--- config.mk ---
export PLATFORM = sky130hd
export DESIGN_NAME = qpi_mem_arbiter
export DESIGN_NICKNAME = d
export VERILOG_FILES = /design/src/rtl/qpi_pkg.sv /design/src/rtl/qpi_req_slot.sv /design/src/rtl/qpi_mem_arbiter.sv
export SDC_FILE = /design/constraint.sdc
export NUM_CORES = 1
export LEC_CHECK = 0
export BUFFER_PORTS_ARGS = -buffer_cell sky130_fd_sc_hd__buf_4
export CAP_MARGIN = 20
export CORE_ASPECT_RATIO = 0.7
export CORE_MARGIN = 4
export CORE_UTILIZATION = 47
export CTS_CLUSTER_DIAMETER = 50
export CTS_CLUSTER_SIZE = 28
export DETAILED_ROUTE_END_ITERATION = 8
export GPL_TIMING_DRIVEN = 0
export PLACE_DENSITY = 0.8
export SLEW_MARGIN = 20
export SYNTH_ARGS = -nofsm -noshare
export SYNTH_HDL_FRONTEND = slang
export SYNTH_SLANG_ARGS = --single-unit
--- constraint.sdc ---
create_clock -name main_clock -period 2.15 [get_ports main_clock]
set_input_delay 0.43 -clock main_clock [delete_from_list [all_inputs] [get_ports main_clock]]
set_output_delay 0.43 -clock main_clock [all_outputs]
set_load 0.02 [all_outputs]
--- src/rtl/qpi_pkg.sv ---
// Shared defaults and grant-source encoding for the QPI memory arbiter.
package qpi_pkg;

  localparam int QPI_ADDR_W = 8;
  localparam int QPI_DATA_W = 8;

  typedef enum logic [1:0] {
    NONE = 2'd0,
    QW   = 2'd1,
    QR   = 2'd2,
    INT  = 2'd3
  } grant_src_e;

endpackage

--- src/rtl/qpi_req_slot.sv ---
// One-deep capture slot for a QPI request pulse, with a sticky overrun flag.
module qpi_req_slot
  import qpi_pkg::*;
#(
  parameter int PAYLOAD_W = QPI_ADDR_W + QPI_DATA_W
) (
  input  logic                 i_clk,
  input  logic                 i_rst_n,
  input  logic                 i_flag,
  input  logic [PAYLOAD_W-1:0] i_payload,
  input  logic                 i_issue,
  output logic                 o_valid,
  output logic [PAYLOAD_W-1:0] o_payload,
  output logic                 o_overrun
);

  logic                 r_valid;
  logic [PAYLOAD_W-1:0] r_payload;
  logic                 r_overrun;

  // A new pulse always takes the slot; it only loses a request if the old entry was not issued this cycle.
  always_ff @(posedge i_clk or negedge i_rst_n) begin
    if (!i_rst_n) begin
      r_valid   <= 1'b0;
      r_payload <= '0;
      r_overrun <= 1'b0;
    end else begin
      if (i_flag) begin
        r_valid   <= 1'b1;
        r_payload <= i_payload;
        if (r_valid && !i_issue) begin
          r_overrun <= 1'b1;
        end
      end else if (i_issue) begin
        r_valid <= 1'b0;
      end
    end
  end

  assign o_valid   = r_valid;
  assign o_payload = r_payload;
  assign o_overrun = r_overrun;

endmodule

--- src/rtl/qpi_mem_arbiter.sv ---
// Single-port RAM arbiter between a QPI slave (write/read slots) and an internal requester.
module qpi_mem_arbiter
  import qpi_pkg::*;
#(
  parameter int ADDR_W   = QPI_ADDR_W,
  parameter int DATA_W   = QPI_DATA_W,
  parameter int MAX_WAIT = 4
) (
  input  logic              main_clock,
  input  logic              reset_n,
  input  logic [ADDR_W-1:0] q_addr,
  input  logic [DATA_W-1:0] q_write_data,
  input  logic              q_write_flag,
  input  logic              q_read_flag,
  output logic [DATA_W-1:0] q_read_data,
  output logic              q_overrun,
  input  logic              i_req,
  input  logic              i_we,
  input  logic [ADDR_W-1:0] i_addr,
  input  logic [DATA_W-1:0] i_wdata,
  output logic              i_grant,
  output logic [DATA_W-1:0] i_rdata,
  output logic              i_rvalid,
  output logic              mem_en,
  output logic              mem_we,
  output logic [ADDR_W-1:0] mem_addr,
  output logic [DATA_W-1:0] mem_wdata,
  input  logic [DATA_W-1:0] mem_rdata
);

  localparam int WAIT_W = (MAX_WAIT < 1) ? 1 : $clog2(MAX_WAIT + 1);
  localparam logic [WAIT_W-1:0] WAIT_LIMIT = WAIT_W'(MAX_WAIT);

  grant_src_e w_src;
  logic                     w_starve;
  logic                     w_qw_valid;
  logic [ADDR_W+DATA_W-1:0] w_qw_payload;
  logic [ADDR_W-1:0]        w_qw_addr;
  logic [DATA_W-1:0]        w_qw_data;
  logic                     w_qw_overrun;
  logic                     w_qr_valid;
  logic [ADDR_W-1:0]        w_qr_addr;
  logic                     w_qr_overrun;

  logic [WAIT_W-1:0] r_wait;
  logic              r_qr_inflight;
  logic              r_int_inflight;
  logic [DATA_W-1:0] r_qrd_hold;

  qpi_req_slot #(
    .PAYLOAD_W(ADDR_W + DATA_W)
  ) u_qw_slot (
    .i_clk     (main_clock),
    .i_rst_n   (reset_n),
    .i_flag    (q_write_flag),
    .i_payload ({q_addr, q_write_data}),
    .i_issue   (w_src == QW),
    .o_valid   (w_qw_valid),
    .o_payload (w_qw_payload),
    .o_overrun (w_qw_overrun)
  );

  qpi_req_slot #(
    .PAYLOAD_W(ADDR_W)
  ) u_qr_slot (
    .i_clk     (main_clock),
    .i_rst_n   (reset_n),
    .i_flag    (q_read_flag),
    .i_payload (q_addr),
    .i_issue   (w_src == QR),
    .o_valid   (w_qr_valid),
    .o_payload (w_qr_addr),
    .o_overrun (w_qr_overrun)
  );

  assign w_qw_addr = w_qw_payload[ADDR_W+DATA_W-1:DATA_W];
  assign w_qw_data = w_qw_payload[DATA_W-1:0];
  assign w_starve  = i_req && (r_wait >= WAIT_LIMIT);

  // Gating on reset_n keeps mem_en and i_grant low while reset is held, even with i_req high.
  always_comb begin
    w_src = NONE;
    if (reset_n) begin
      if (w_starve) begin
        w_src = INT;
      end else if (w_qw_valid) begin
        w_src = QW;
      end else if (w_qr_valid) begin
        w_src = QR;
      end else if (i_req) begin
        w_src = INT;
      end
    end
  end

  always_comb begin
    mem_en    = 1'b0;
    mem_we    = 1'b0;
    mem_addr  = '0;
    mem_wdata = '0;
    case (w_src)
      QW: begin
        mem_en    = 1'b1;
        mem_we    = 1'b1;
        mem_addr  = w_qw_addr;
        mem_wdata = w_qw_data;
      end
      QR: begin
        mem_en   = 1'b1;
        mem_addr = w_qr_addr;
      end
      INT: begin
        mem_en    = 1'b1;
        mem_we    = i_we;
        mem_addr  = i_addr;
        mem_wdata = i_wdata;
      end
      default: begin
      end
    endcase
  end

  assign i_grant = (w_src == INT);

  // A dropped request also restarts the count, so a later request starts fresh.
  always_ff @(posedge main_clock or negedge reset_n) begin
    if (!reset_n) begin
      r_wait <= '0;
    end else if (!i_req || i_grant) begin
      r_wait <= '0;
    end else if (r_wait < WAIT_LIMIT) begin
      r_wait <= r_wait + WAIT_W'(1);
    end
  end

  always_ff @(posedge main_clock or negedge reset_n) begin
    if (!reset_n) begin
      r_qr_inflight  <= 1'b0;
      r_int_inflight <= 1'b0;
      r_qrd_hold     <= '0;
    end else begin
      r_qr_inflight  <= (w_src == QR);
      r_int_inflight <= (w_src == INT) && !i_we;
      if (r_qr_inflight) begin
        r_qrd_hold <= mem_rdata;
      end
    end
  end

  // Read data is forwarded straight from the RAM in the return cycle, then held.
  assign q_read_data = r_qr_inflight ? mem_rdata : r_qrd_hold;
  assign q_overrun   = w_qw_overrun | w_qr_overrun;
  assign i_rvalid    = r_int_inflight;
  assign i_rdata     = r_int_inflight ? mem_rdata : '0;

endmodule
# Yosys cells after proc, flatten, opt, wreduce, memory -nomap -nowiden
# Cells that the tools add are included.
# Widths: inputs -> output; s select.
[totals] register_bits=41 inputBits=46 out_inout_bits=37
[op_classes] addsub=1 magnitude_cmp=2 n_eq_ne=3 mux=17 n_bitwise=1 reduce_logical=15
[op_table] op="$pmux 8 s3" n=1
[op_table] op="$mux 8" n=2
[op_table] op="$pmux 8 s2" n=1
[op_table] op="$mux 2" n=5
[op_table] op="$mux 3" n=2
[op_table] op="$reduce_bool 2->1" n=3
[op_table] op="$mux 1" n=5
[op_table] op="$eq 2x2->1 const B" n=2
[op_table] op="$logic_and 1x1->1" n=4
[op_table] op="$logic_not 1->1" n=4
[op_table] op="$reduce_and 2->1" n=2
[op_table] op="$add 3x1->3 const B" n=1
[op_table] op="$ge 3x3->1 const B" n=1
[op_table] op="$lt 3x3->1 const B" n=1
[op_table] op="$reduce_or 3->1" n=1
[op_table] op="$eq 2x1->1 const B" n=1
[op_table] op="$pmux 1 s2" n=1
[op_table] op="$logic_or 1x1->1" n=1
[op_table] op="$or 1x1->1" n=1

# Depth between registers and ports, before layout
[logic_depth] ltp_word=9 mapped_depth=7 mapped_depth_nobuf=5

# Cells and area by module
# Synthesis repeated with hierarchy kept, for this count alone.
[hier_totals] cells_unflattened=162 area_unflattened_um2=2083.2
[modules_own_cells] module="qpi_mem_arbiter" instances=1 cells_per_inst=101 area_per_inst_um2=967.2 seq_area_each_um2=325.3
[modules_own_cells] module="qpi_req_slot at u_qw_slot" instances=1 cells_per_inst=39 area_per_inst_um2=713.2 seq_area_each_um2=450.4
[modules_own_cells] module="qpi_req_slot at u_qr_slot" instances=1 cells_per_inst=22 area_per_inst_um2=402.9 seq_area_each_um2=250.2

# Least setup slack after synthesis
# OpenSTA, ideal clock, no wires.
[synth_path] path_type="register to output" start="reg u_qw_slot.r_valid, in the netlist u_qw_slot.o_valid" end="out mem_addr[5]" arrival_ps=1452 required_ps=1720 path_slack_ps=268 stages_incl_launch_ff=8 path_buffers=2 path_cell_list="dfrtp_1 > buf_4 > o21bai_1 > nand3_2 > inv_2 > buf_6 > a222oi_1 > nor2_1"
[synth_between] elab_chain_len=5 word_cells_on_any_way=7 classes_between="eq/ne: 3; mux: 4"
[synth_lines] element="from (decl)" line="qpi_req_slot.sv:17" text="logic r_valid;"
[synth_lines] element="from (signal assigned)" line="qpi_req_slot.sv:24" text="r_valid <= 1'b0;"
[synth_lines] element="from (signal assigned)" line="qpi_req_slot.sv:29" text="r_valid <= 1'b1;"
[synth_lines] element="from (signal assigned)" line="qpi_req_slot.sv:35" text="r_valid <= 1'b0;"
[synth_lines] element="$mux 2" line="qpi_mem_arbiter.sv:86" text="end else if (w_qw_valid) begin"
[synth_lines] element="$mux 2" line="qpi_mem_arbiter.sv:84" text="if (w_starve) begin"
[synth_lines] element="$mux 2" line="qpi_mem_arbiter.sv:83" text="if (reset_n) begin"
[synth_lines] element="$eq 2x2->1"
[synth_lines] element="named net i_grant" line="qpi_mem_arbiter.sv:21" text="output logic i_grant,"
[synth_lines] element="$pmux 8 s3" line="qpi_mem_arbiter.sv:101" text="case (w_src)"
[synth_lines] element="to (decl)" line="qpi_mem_arbiter.sv:26" text="output logic [ADDR_W-1:0] mem_addr,"
# The timed path passes the listed nets, and every way through them passes these cells.

# Worst setup path after layout
[layout_path] start="reg r_wait[2]" end="out mem_addr[5]"
[layout_between] elab_chain_len=6 word_cells_on_any_way=8 classes_between="order compare: 1; eq/ne: 3; mux: 3; reduce/logical: 1"
[layout_lines] element="from (decl)" line="qpi_mem_arbiter.sv:45" text="logic [WAIT_W-1:0] r_wait;"
[layout_lines] element="from (signal assigned)" line="qpi_mem_arbiter.sv:132" text="r_wait <= r_wait + WAIT_W'(1);"
[layout_lines] element="$ge 3x3->1 (*)" line="qpi_mem_arbiter.sv:78" text="assign w_starve = i_req && (r_wait >= WAIT_LIMIT);"
[layout_lines] element="$logic_and 1x1->1 (*)" line="qpi_mem_arbiter.sv:78"
[layout_lines] element="$mux 2 (*)" line="qpi_mem_arbiter.sv:84"
[layout_lines] element="$mux 2 (*)" line="qpi_mem_arbiter.sv:83"
[layout_lines] element="$eq 2x2->1 or $eq 2x1->1 (tied branches)" line="qpi_mem_arbiter.sv:101"
[layout_lines] element="$pmux 8 s3 (*)" line="qpi_mem_arbiter.sv:101"
# Every way passes the cells marked *; elsewhere a longest branch is shown, timed or not.

==> results.ini <==
[worst_setup_path]
r2r_cells=7
reg2reg_slack_ns=0.80
arrival_ns=1.73
required_ns=1.72
reg2reg_to=r_wait[2]
path_cells=o21bai_4 > nand3_2 > inv_4 > buf_6 > a222oi_1 > nor2_1 > buf_4
r2r_start=u_qw_slot.o_valid
critPathKind=register to output port
cp_num_buf_inv=3
worst_path_max_delay_cell=dfrtp_2
cpPeakStageDelay_ns=0.43
crit_path_end_kind=output port
critPathTopFamily=compound AO/OA/AOI/OAI gates
cp_max_fo=8
crit_path_start_kind=register

[status]
violations=setup timing
status=finished with violations

[clock_tree]
cts_buffers=5
cts_tree=yes
clk_latency_ns=0.29
ctsHtreeMaxLevel=2
cts_root_buffer=clkbuf_8
clk_path_buf_depth=2
cts.clk_slew.worst_paths_ns=0.08
ctsHoldBuffers=0
cts.sinks=41

[sta]
slew-limit-headroom=0.5768
setup_ws_ns=-0.008807
setup-violations-final=1
slew_viol_final=0
rsz0062_at_grt=true
period_share=1.004
finClkSkew_ns=0.003821
hold_violations=0
fmax_mhz=463.2
period_needed_ns=2.159
worstMarginPinSlew_ns=0.6349

[floorplanning]
die_area_mm2=0.005057
die_w_um=83.30
boundaryPins=83
fp-row-count=18
die_h_um=60.71
core_area_mm2=0.003671
initial_core_util=0.5082

[detailed_routing]
drt_first_iter_violations=76
avgRoutedWirePerCell_um=17.93
antenna_left=0
num_vias=1561
viasPerCell=5.364
drc=0
dr.pass1.iters=4
postRouteWirelength_mm=5.218

[layout]
area_growth_pct=49.90
nFillCells=224
multi_input_area_um2=830.8
nets=288
final_common_cell=buf_4
final_cell_mix=87 x buf_4, 39 x dfrtp_1, 23 x mux2_1, 9 x nor2_1, 9 x mux2_2
drive_above_1_share=0.5187
n_antenna_cell=0
stdcell_count=291
regArea_mm2=0.001028

[power]
switching_share=0.2825
p_leak_nw=1.347
power.switching_mw=0.5869
power_density_mw_per_mm2=743.0
pwr-share-comb=0.276
p_clk_frac=0.283
vdd_ir_drop_max_mv=0.4829
internal_power_mw=1.491
p_total_mw=2.078
p_seq_frac=0.441

[yosys]
ys_seq_elements=41
yosys_most_used_dff=dfrtp_1
ys_warn_count=0
ys_types=32
async_reset_ff_frac=1.000
avgSynthCellArea_um2=12.96
synthCells=144
synth_seq_area_share=0.5500
syn_nets=191
synth_area_mm2=0.001866
synth_edf_count=0

[grt]
grt_overflow=0
antenna_found_initial=0
grt_pass1_wl_mm=7.748
grt_pass1_vias=1643
track_usage=0.1998
grt_max_degree=49

[placement]
dp_hpwl_mm=3.702
place.gp.congestion=0.7903
dp_slack_ns=-0.2227
io_buffers=79
dp_cells=273

[worst_hold_path]
hp-class=input pin to async pin

[job]
maxCapViolCount=0

==> worst reg2reg max path: cells and delay by family (launching register included) <==
family	cells	cell delay [ns]
flops	1	0.38
compound gates	2	0.24
buf+inv	3	0.45
simple gates	2	0.17
==> final cells by class <==
cell class | count | area share
Buffer | 7 | 0.01566
Inverter | 4 | 0.007159
Clock inverter | 2 | 0.01253
Sequential cell | 41 | 0.3678
Clock buffer | 5 | 0.02461
Multi-Input combinational cell | 91 | 0.2971
Timing Repair Buffer | 91 | 0.2528
Tap cell | 50 | 0.02237
==> metal layers <==
metal / wire (um) / GRT usage / vias up
met5: 0 / 0 / -
met4: 58 / 0.06993 / 0
met3: 245 / 0.05020 / 8
met2: 2831 / 0.3653 / 43
met1: 2083 / 0.2370 / 785
li1: - / - / 725
==> per-stage QoR <==
step | hold slack [ns] | cell area [um^2] | TNS (ns) | utilization
final | 0.04917 | 2796 | -0.008807 | 0.7618
after global routing | 0.07570 | 2796 | -0.4743 | 0.7618
after CTS | 0.07198 | 2724 | -0.01529 | 0.7420
after detailed placement | 0.4474 | 2521 | -2.105 | 0.6868
after global placement | 0.4458 | 2521 | -1.061 | 0.6868
after floorplan | 0.1344 | 1866 | 0 | -
==> repair_timing <==
item	in CTS	in global routing
hold endpoints to repair	0	0
buffers inserted	7	5
resized for setup	8	9
pin swaps	5	11
setup endpoints to repair	16	16
==> kinds of logic (layout without fill, tap and decap cells) <==
family / count (synthesis) / after routing / share of synthesized area
fa+ha+maj: 1 / 1 / 0.006706
simple gates: 31 / 31 / 0.09055
flops: 41 / 41 / 0.5500
mux: 32 / 32 / 0.1932
buf+inv: 12 / 109 / 0.03152
compound gates: 26 / 26 / 0.1234
xor+xnor: 1 / 1 / 0.004696
==> power groups by stage <==
stage | clock network (mW) | registers, mW | logic [mW]
global placement | 0 | 0.920 | 0.508
detailed placement | 0 | 0.929 | 0.530
CTS | 0.595 | 0.914 | 0.554
global route | 0.632 | 0.925 | 0.615
floorplan | 0 | 0.914 | 0.289
finish | 0.588 | 0.916 | 0.573
==> state kept, by name, summed over array words and instances, names as in the netlist <==
signal	count
i_rvalid	1
r_qr_inflight	1
r_qrd_hold	8
r_wait	3
u_qr_slot.o_overrun	1
u_qr_slot.o_payload	8
u_qr_slot.o_valid	1
u_qw_slot.o_overrun	1
u_qw_slot.o_payload	16
u_qw_slot.o_valid	1
==> Yosys cell counts, types with 4 or more instances <==
cell      count  area, um^2
mux2_1       23       259.0
and2_1        8       50.05
dfrtp_1      41        1026
mux2_2        9       101.4
nor2b_1       4       25.02
clkbuf_1      4       15.01
a222oi_1      8       80.08
nor2_1        9       33.78
a22o_1        8       70.07
==> how the worst max path moves through the flow <==
stage | start | endpoint | slack [ns] | cells past startpoint
detailed placement | reset_n | mem_addr[5] | -0.22 | 7
finish | r_wait[2] | mem_addr[5] | -0.009 | 7
global route | r_wait[2] | mem_addr[5] | -0.11 | 7
global placement | reset_n | mem_addr[5] | -0.19 | 7
floorplan | u_qw_slot.o_valid | mem_addr[5] | 0.27 | 7
CTS | r_wait[2] | mem_addr[5] | -0.02 | 7
No activity file was read; power rests on OpenSTA's default activity.
